==> src/rtl/uart_rx_if.sv <==
// Byte handshake between the UART receiver and its consumer.
// The master drives data/valid and the slave acknowledges with ready.
interface uart_rx_if;
  logic [7:0] rx_data;
  logic       rx_valid;
  logic       rx_ready;

  modport master (
    output rx_data,
    output rx_valid,
    input  rx_ready
  );

  modport slave (
    input  rx_data,
    input  rx_valid,
    output rx_ready
  );
endinterface

==> src/rtl/uart_rx.sv <==
// UART receiver, 16x oversampled, 8 data bits, one stop bit.
// Define UART_RX_PARITY_EN to add one even-parity bit after bit 7.
module uart_rx (
  input  logic      clk,
  input  logic      rst,
  input  logic      tick,
  input  logic      rx,
  uart_rx_if.master bus,
  output logic      frame_err,
  output logic      overrun,
  output logic      parity_err
);

`ifdef UART_RX_PARITY_EN
  typedef enum logic [2:0] {
    IDLE, START, DATA, PARITY, STOP
  } state_t;
`else
  typedef enum logic [2:0] {
    IDLE, START, DATA, STOP
  } state_t;
`endif

  state_t     state, state_d;
  logic [3:0] s_cnt, s_cnt_d;
  logic [2:0] n, n_d;
  logic [7:0] sh, sh_d;
  logic       brk, brk_d;
  logic       rx_m, rx_s;
  logic       good, bad_stop;
`ifdef UART_RX_PARITY_EN
  logic       par, par_d;
`endif

  always_ff @(posedge clk or posedge rst) begin
    if (rst) begin
      rx_m <= 1'b1;
      rx_s <= 1'b1;
    end else begin
      rx_m <= rx;
      rx_s <= rx_m;
    end
  end

  always_ff @(posedge clk or posedge rst) begin
    if (rst) begin
      state <= IDLE;
      s_cnt <= 4'd0;
      n     <= 3'd0;
      sh    <= 8'h00;
      brk   <= 1'b0;
`ifdef UART_RX_PARITY_EN
      par   <= 1'b0;
`endif
    end else begin
      state <= state_d;
      s_cnt <= s_cnt_d;
      n     <= n_d;
      sh    <= sh_d;
      brk   <= brk_d;
`ifdef UART_RX_PARITY_EN
      par   <= par_d;
`endif
    end
  end

  always_comb begin
    state_d  = state;
    s_cnt_d  = s_cnt;
    n_d      = n;
    sh_d     = sh;
    brk_d    = brk;
    good     = 1'b0;
    bad_stop = 1'b0;
`ifdef UART_RX_PARITY_EN
    par_d    = par;
`endif
    if (tick) begin
      unique case (state)
        IDLE: begin
          // after a framing error the line must go high before a new start
          if (brk) begin
            if (rx_s) brk_d = 1'b0;
          end else if (!rx_s) begin
            state_d = START;
            s_cnt_d = 4'd0;
          end
        end
        START: begin
          if (s_cnt == 4'd7) begin
            s_cnt_d = 4'd0;
            if (!rx_s) begin
              state_d = DATA;
              n_d     = 3'd0;
            end else begin
              state_d = IDLE;
            end
          end else begin
            s_cnt_d = s_cnt + 4'd1;
          end
        end
        DATA: begin
          if (s_cnt == 4'd15) begin
            s_cnt_d = 4'd0;
            sh_d    = {rx_s, sh[7:1]};
            n_d     = n + 3'd1;
            if (n == 3'd7) begin
`ifdef UART_RX_PARITY_EN
              state_d = PARITY;
`else
              state_d = STOP;
`endif
            end
          end else begin
            s_cnt_d = s_cnt + 4'd1;
          end
        end
`ifdef UART_RX_PARITY_EN
        PARITY: begin
          if (s_cnt == 4'd15) begin
            s_cnt_d = 4'd0;
            par_d   = rx_s;
            state_d = STOP;
          end else begin
            s_cnt_d = s_cnt + 4'd1;
          end
        end
`endif
        STOP: begin
          if (s_cnt == 4'd15) begin
            s_cnt_d = 4'd0;
            state_d = IDLE;
            if (rx_s) begin
              good = 1'b1;
            end else begin
              bad_stop = 1'b1;
              brk_d    = 1'b1;
            end
          end else begin
            s_cnt_d = s_cnt + 4'd1;
          end
        end
        default: state_d = IDLE;
      endcase
    end
  end

  always_ff @(posedge clk or posedge rst) begin
    if (rst) begin
      bus.rx_data  <= 8'h00;
      bus.rx_valid <= 1'b0;
      frame_err    <= 1'b0;
      overrun      <= 1'b0;
    end else begin
      frame_err <= bad_stop;
      overrun   <= good & bus.rx_valid & ~bus.rx_ready;
      if (good) begin
        bus.rx_data  <= sh;
        bus.rx_valid <= 1'b1;
      end else if (bus.rx_valid && bus.rx_ready) begin
        bus.rx_valid <= 1'b0;
      end
    end
  end

`ifdef UART_RX_PARITY_EN
  always_ff @(posedge clk or posedge rst) begin
    if (rst) parity_err <= 1'b0;
    else     parity_err <= good & (^sh ^ par);
  end
`else
  assign parity_err = 1'b0;
`endif

endmodule
==> src/flat_wrapper.sv <==
// flat-port wrapper written by rule: the top's interface ports become plain ports
module uart_rx_flat 
  (clk, rst, tick, rx, frame_err, overrun, parity_err, bus_rx_data, bus_rx_valid, bus_rx_ready);
  uart_rx_if bus_i ();
  input  logic clk;
  input  logic rst;
  input  logic tick;
  input  logic rx;
  output logic frame_err;
  output logic overrun;
  output logic parity_err;
  output wire logic [$bits(bus_i.rx_data)-1:0] bus_rx_data;
  output wire logic [$bits(bus_i.rx_valid)-1:0] bus_rx_valid;
  input wire logic [$bits(bus_i.rx_ready)-1:0] bus_rx_ready;
  assign bus_rx_data = bus_i.rx_data;
  assign bus_rx_valid = bus_i.rx_valid;
  assign bus_i.rx_ready = bus_rx_ready;
  uart_rx u_core (.clk(clk), .rst(rst), .tick(tick), .rx(rx), .bus(bus_i), .frame_err(frame_err), .overrun(overrun), .parity_err(parity_err));
endmodule
==> config.mk <==
export PLATFORM = sky130hd
export DESIGN_NAME = uart_rx_flat
export DESIGN_NICKNAME = d
export VERILOG_FILES = /design/src/rtl/uart_rx_if.sv /design/src/rtl/uart_rx.sv /design/src/flat_wrapper.sv
export SDC_FILE = /design/constraint.sdc
export NUM_CORES = 1
export LEC_CHECK = 0
export ABC_AREA = 1
export CORE_ASPECT_RATIO = 0.8
export CORE_UTILIZATION = 60
export CTS_BUF_LIST = sky130_fd_sc_hd__clkbuf_4 sky130_fd_sc_hd__clkbuf_8
export DETAILED_ROUTE_END_ITERATION = 12
export GPL_TIMING_DRIVEN = 0
export PLACE_DENSITY = 0.84
export SLEW_MARGIN = 25
export SYNTH_ARGS = -nofsm -noshare
export SYNTH_HDL_FRONTEND = slang
export SYNTH_SLANG_ARGS = --single-unit
==> constraint.sdc <==
create_clock -name clk -period 3.3 [get_ports clk]
set_clock_uncertainty 0.15 [all_clocks]
set_input_delay 0.66 -clock clk [delete_from_list [all_inputs] [get_ports clk]]
set_output_delay 0.66 -clock clk [all_outputs]
set_load 0.1 [all_outputs]
==> results.tsv <==
stage	metric	value	unit
synthesis	syn_nets	169	
worst_setup_path	crit path kind	register to primary output	
sta	fmax	0.383	GHz
worst_setup_path	Startpoint Class	register	
cts	H-Tree Depth	2	
layout	most common cell after layout, fill and taps aside	nand2_1	
worst_setup_path	Largest stage delay, worst path	1140	ps
floorplanning	std cell rows	15	
worst_setup_path	Crit-path slowest cell	clkdlybuf4s50_1	
pwr	Clock Power Share	25.8	%
global_routing	first-pass GRT wire length	4390	µm
cts	root buf cell	clkbuf_4	
layout	fin nets	190	
cts	CTS sink count	31	
cts	TritonCTS clock tree	yes	
sta	min cycle time layout	2610	ps
floorplanning	top-level port count	17	
layout	Synth-to-Final Area Change	15.1	%
cts	worst skew pair latency	310	ps
cts	post-CTS sizing	0	
pwr	sw power	228	µW
sta	Max Slew Vio Count	0	
synthesis	post-synth design cell area	1510	µm²
floorplanning	die extent in x	58.0	µm
floorplanning	initial core utilization	66.4	%
floorplanning	core area	2270	µm²
worst_setup_path	Setup crit end kind	primary output	
min_path	Hold Path Class	register to register	
synthesis	#FFs+latches synth	31	
cts	setup bufs post-CTS	0	
floorplanning	Die Span Y	46.8	µm
global_routing	largest net degree at the start of global routing	32	
sta	Hold Fails Final Rpt	0	
worst_setup_path	CP Max Fanout	2	
sta	RSZ-0062 raised after global routing	false	
synthesis	Synth warnings	0	
worst_setup_path	Critical Path AT	1800	ps
placed_design	Port Buf Inserts	14	
synthesis	Mapped Avg Cell Area	9.36	µm²
sta	slew margin rel.	35.2	%
cts	Clock Path Buffers	2	
global_routing	gr usage total	22.2	%
outcome	failing checks	design-rule violations	
global_routing	gr ovfl total	0	
pwr	Pwr Density	438	nW/µm²
pwr	Logic pwr share	16.0	%
pwr	Reg power frac	58.2	%
cts	Clk pin slew, worst setup/hold paths	80	ps
sta	final setup fails	0	
run	max-cap violations	0	
sta	setup_tns	0	ps
sta	worst slew pin tran	970	ps
pwr	Leak	0.849	nW
outcome	status	complete, but fails checks	
placed_design	routability cong.	0.850	
cts	CTS Hold Buffers Added	0	
sta	period utilization	79.1	%
global_routing	antenna violations before repair	0	
layout	layout cells sized above 1	21.0	%
route	vias post-DR	1112	
synthesis	register area share after synthesis	51.6	%
layout	Finished Cell Area	1740	µm²
route	final WL	2580	µm
worst_setup_path	CP cell instances	clkdlybuf4s50_1	
synthesis	number of distinct library cells after synthesis	26	
layout	Diodes inserted	0	
synthesis	Post-Syn Instances	161	
worst_setup_path	cell family with most CP delay	buffers and inverters	
placed_design	Placement Cell Area	1690	µm²
pwr	Peak VDD IR	0.000370	V
layout	filler instances	164	
layout	most frequent cells in the layout	48 x nand2_1, 29 x dfrtp_1, 19 x inv_1	
route	Antenna Nets Post-Route	0	
global_routing	vias in the first global route	1009	
worst_setup_path	worst path required time	2490	ps
pwr	internal power	532	µW
pwr	Switching Share	30.0	%
route	vias per cell	5.17	
cts	CTS buffer count	5	
placed_design	dpl hpwl	1920	µm
route	wire per inst	12.0	µm
route	drt pass-1 iters	8	
route	initial detailed-routing violation count	38	
worst_setup_path	Buf/Inv on CP	1	
floorplanning	die area	2720	µm²
route	DRC	1	
final timing paths:
kind,slack [ps],endpoint,cells after the start,startpoint
max,690,bus_rx_data[4],1,u_core.bus.rx_data[4]
max reg2reg,1650,u_core.overrun,6,u_core.s_cnt[0]
min reg2reg,210,u_core.rx_s,0,u_core.rx_m
max in group asynchronous,1990,u_core.n[0],2,rst
min,210,u_core.rx_s,0,u_core.rx_m
min in group asynchronous,590,u_core.bus.rx_data[7],2,rst
metal layers:
layer | share of wire [%] | global-route usage, %
met2 | 49 | 35.9
met4 | 0.74 | 5.24
met1 | 46 | 30.4
met3 | 4.7 | 6.61
met5 | 0 | 0
power groups by stage:
stage          Sequential (mW)  Clock (mW)  Combinational (mW)
3_5_place_dp             0.449           0               0.121
6_report                 0.442       0.196               0.122
4_1_cts                  0.441       0.203               0.121
2_1_floorplan            0.440           0              0.0989
5_1_grt                  0.447       0.215               0.145
3_3_place_gp             0.445           0               0.117
cell families (layout without fill, tap and decap cells):
kind of cell	after synthesis	in the layout	share of synthesized area [%]
adders and majority gates	3	3	2.49
buffers and inverters	26	46	8.22
and+or+nand+nor	74	74	24.4
DFF	31	31	51.6
AOI/OAI and AO/OA	26	26	13.0
other	1	1	0.249
sequential cells by signal, indices dropped and copies added, names as in the netlist:
register / flops
u_core.n: 3
u_core.overrun: 1
u_core.rx_s: 1
u_core.frame_err: 1
u_core.rx_m: 1
u_core.bus.rx_data: 8
u_core.state: 2
u_core.bus.rx_valid: 1
u_core.brk: 1
u_core.s_cnt: 4
u_core.sh: 8
synthesized netlist by cell type (all sizes together):
cell type / number / share of area [%]
a21oi: 3 / 1.0
a22o: 1 / 0.58
buf: 4 / 2.7
conb: 1 / 0.25
dfrtp: 29 / 48
dfstp: 2 / 3.5
ha: 3 / 2.5
inv: 22 / 5.5
nand2: 50 / 13
nand3: 9 / 4.6
nand3b: 1 / 0.50
nand4: 3 / 1.2
nor2: 9 / 3.8
nor3: 1 / 0.66
o21ai: 21 / 11
o31ai: 1 / 0.50
or2: 1 / 0.42
per-stage QoR:
| stage | total power [mW] | hold slack, ps | cells | setup WS (ps) | util, % |
|---|---|---|---|---|---|
| floorplan | 0.539 | 195 | 161 | 1590 | - |
| global placement | 0.562 | 196 | 209 | 1030 | 74.4 |
| detailed placement | 0.570 | 197 | 209 | 1030 | 74.4 |
| CTS | 0.765 | 209 | 215 | 676 | 76.4 |
| global route | 0.807 | 218 | 215 | 638 | 76.4 |
| finish | 0.759 | 208 | 215 | 688 | 76.4 |
area by class of cell:
| cell class | count | area, µm² | area share (%) |
|---|---|---|---|
| multi-input cells | 104 | 606 | 34.9 |
| plain buffers | 4 | 41.3 | 2.38 |
| well taps | 34 | 42.5 | 2.45 |
| repair buffers | 14 | 140 | 8.07 |
| clock buffers | 6 | 45.0 | 2.60 |
| flip-flops and latches | 31 | 778 | 44.8 |
| inverters | 22 | 82.6 | 4.76 |
Power figures use the tool's default switching activity.
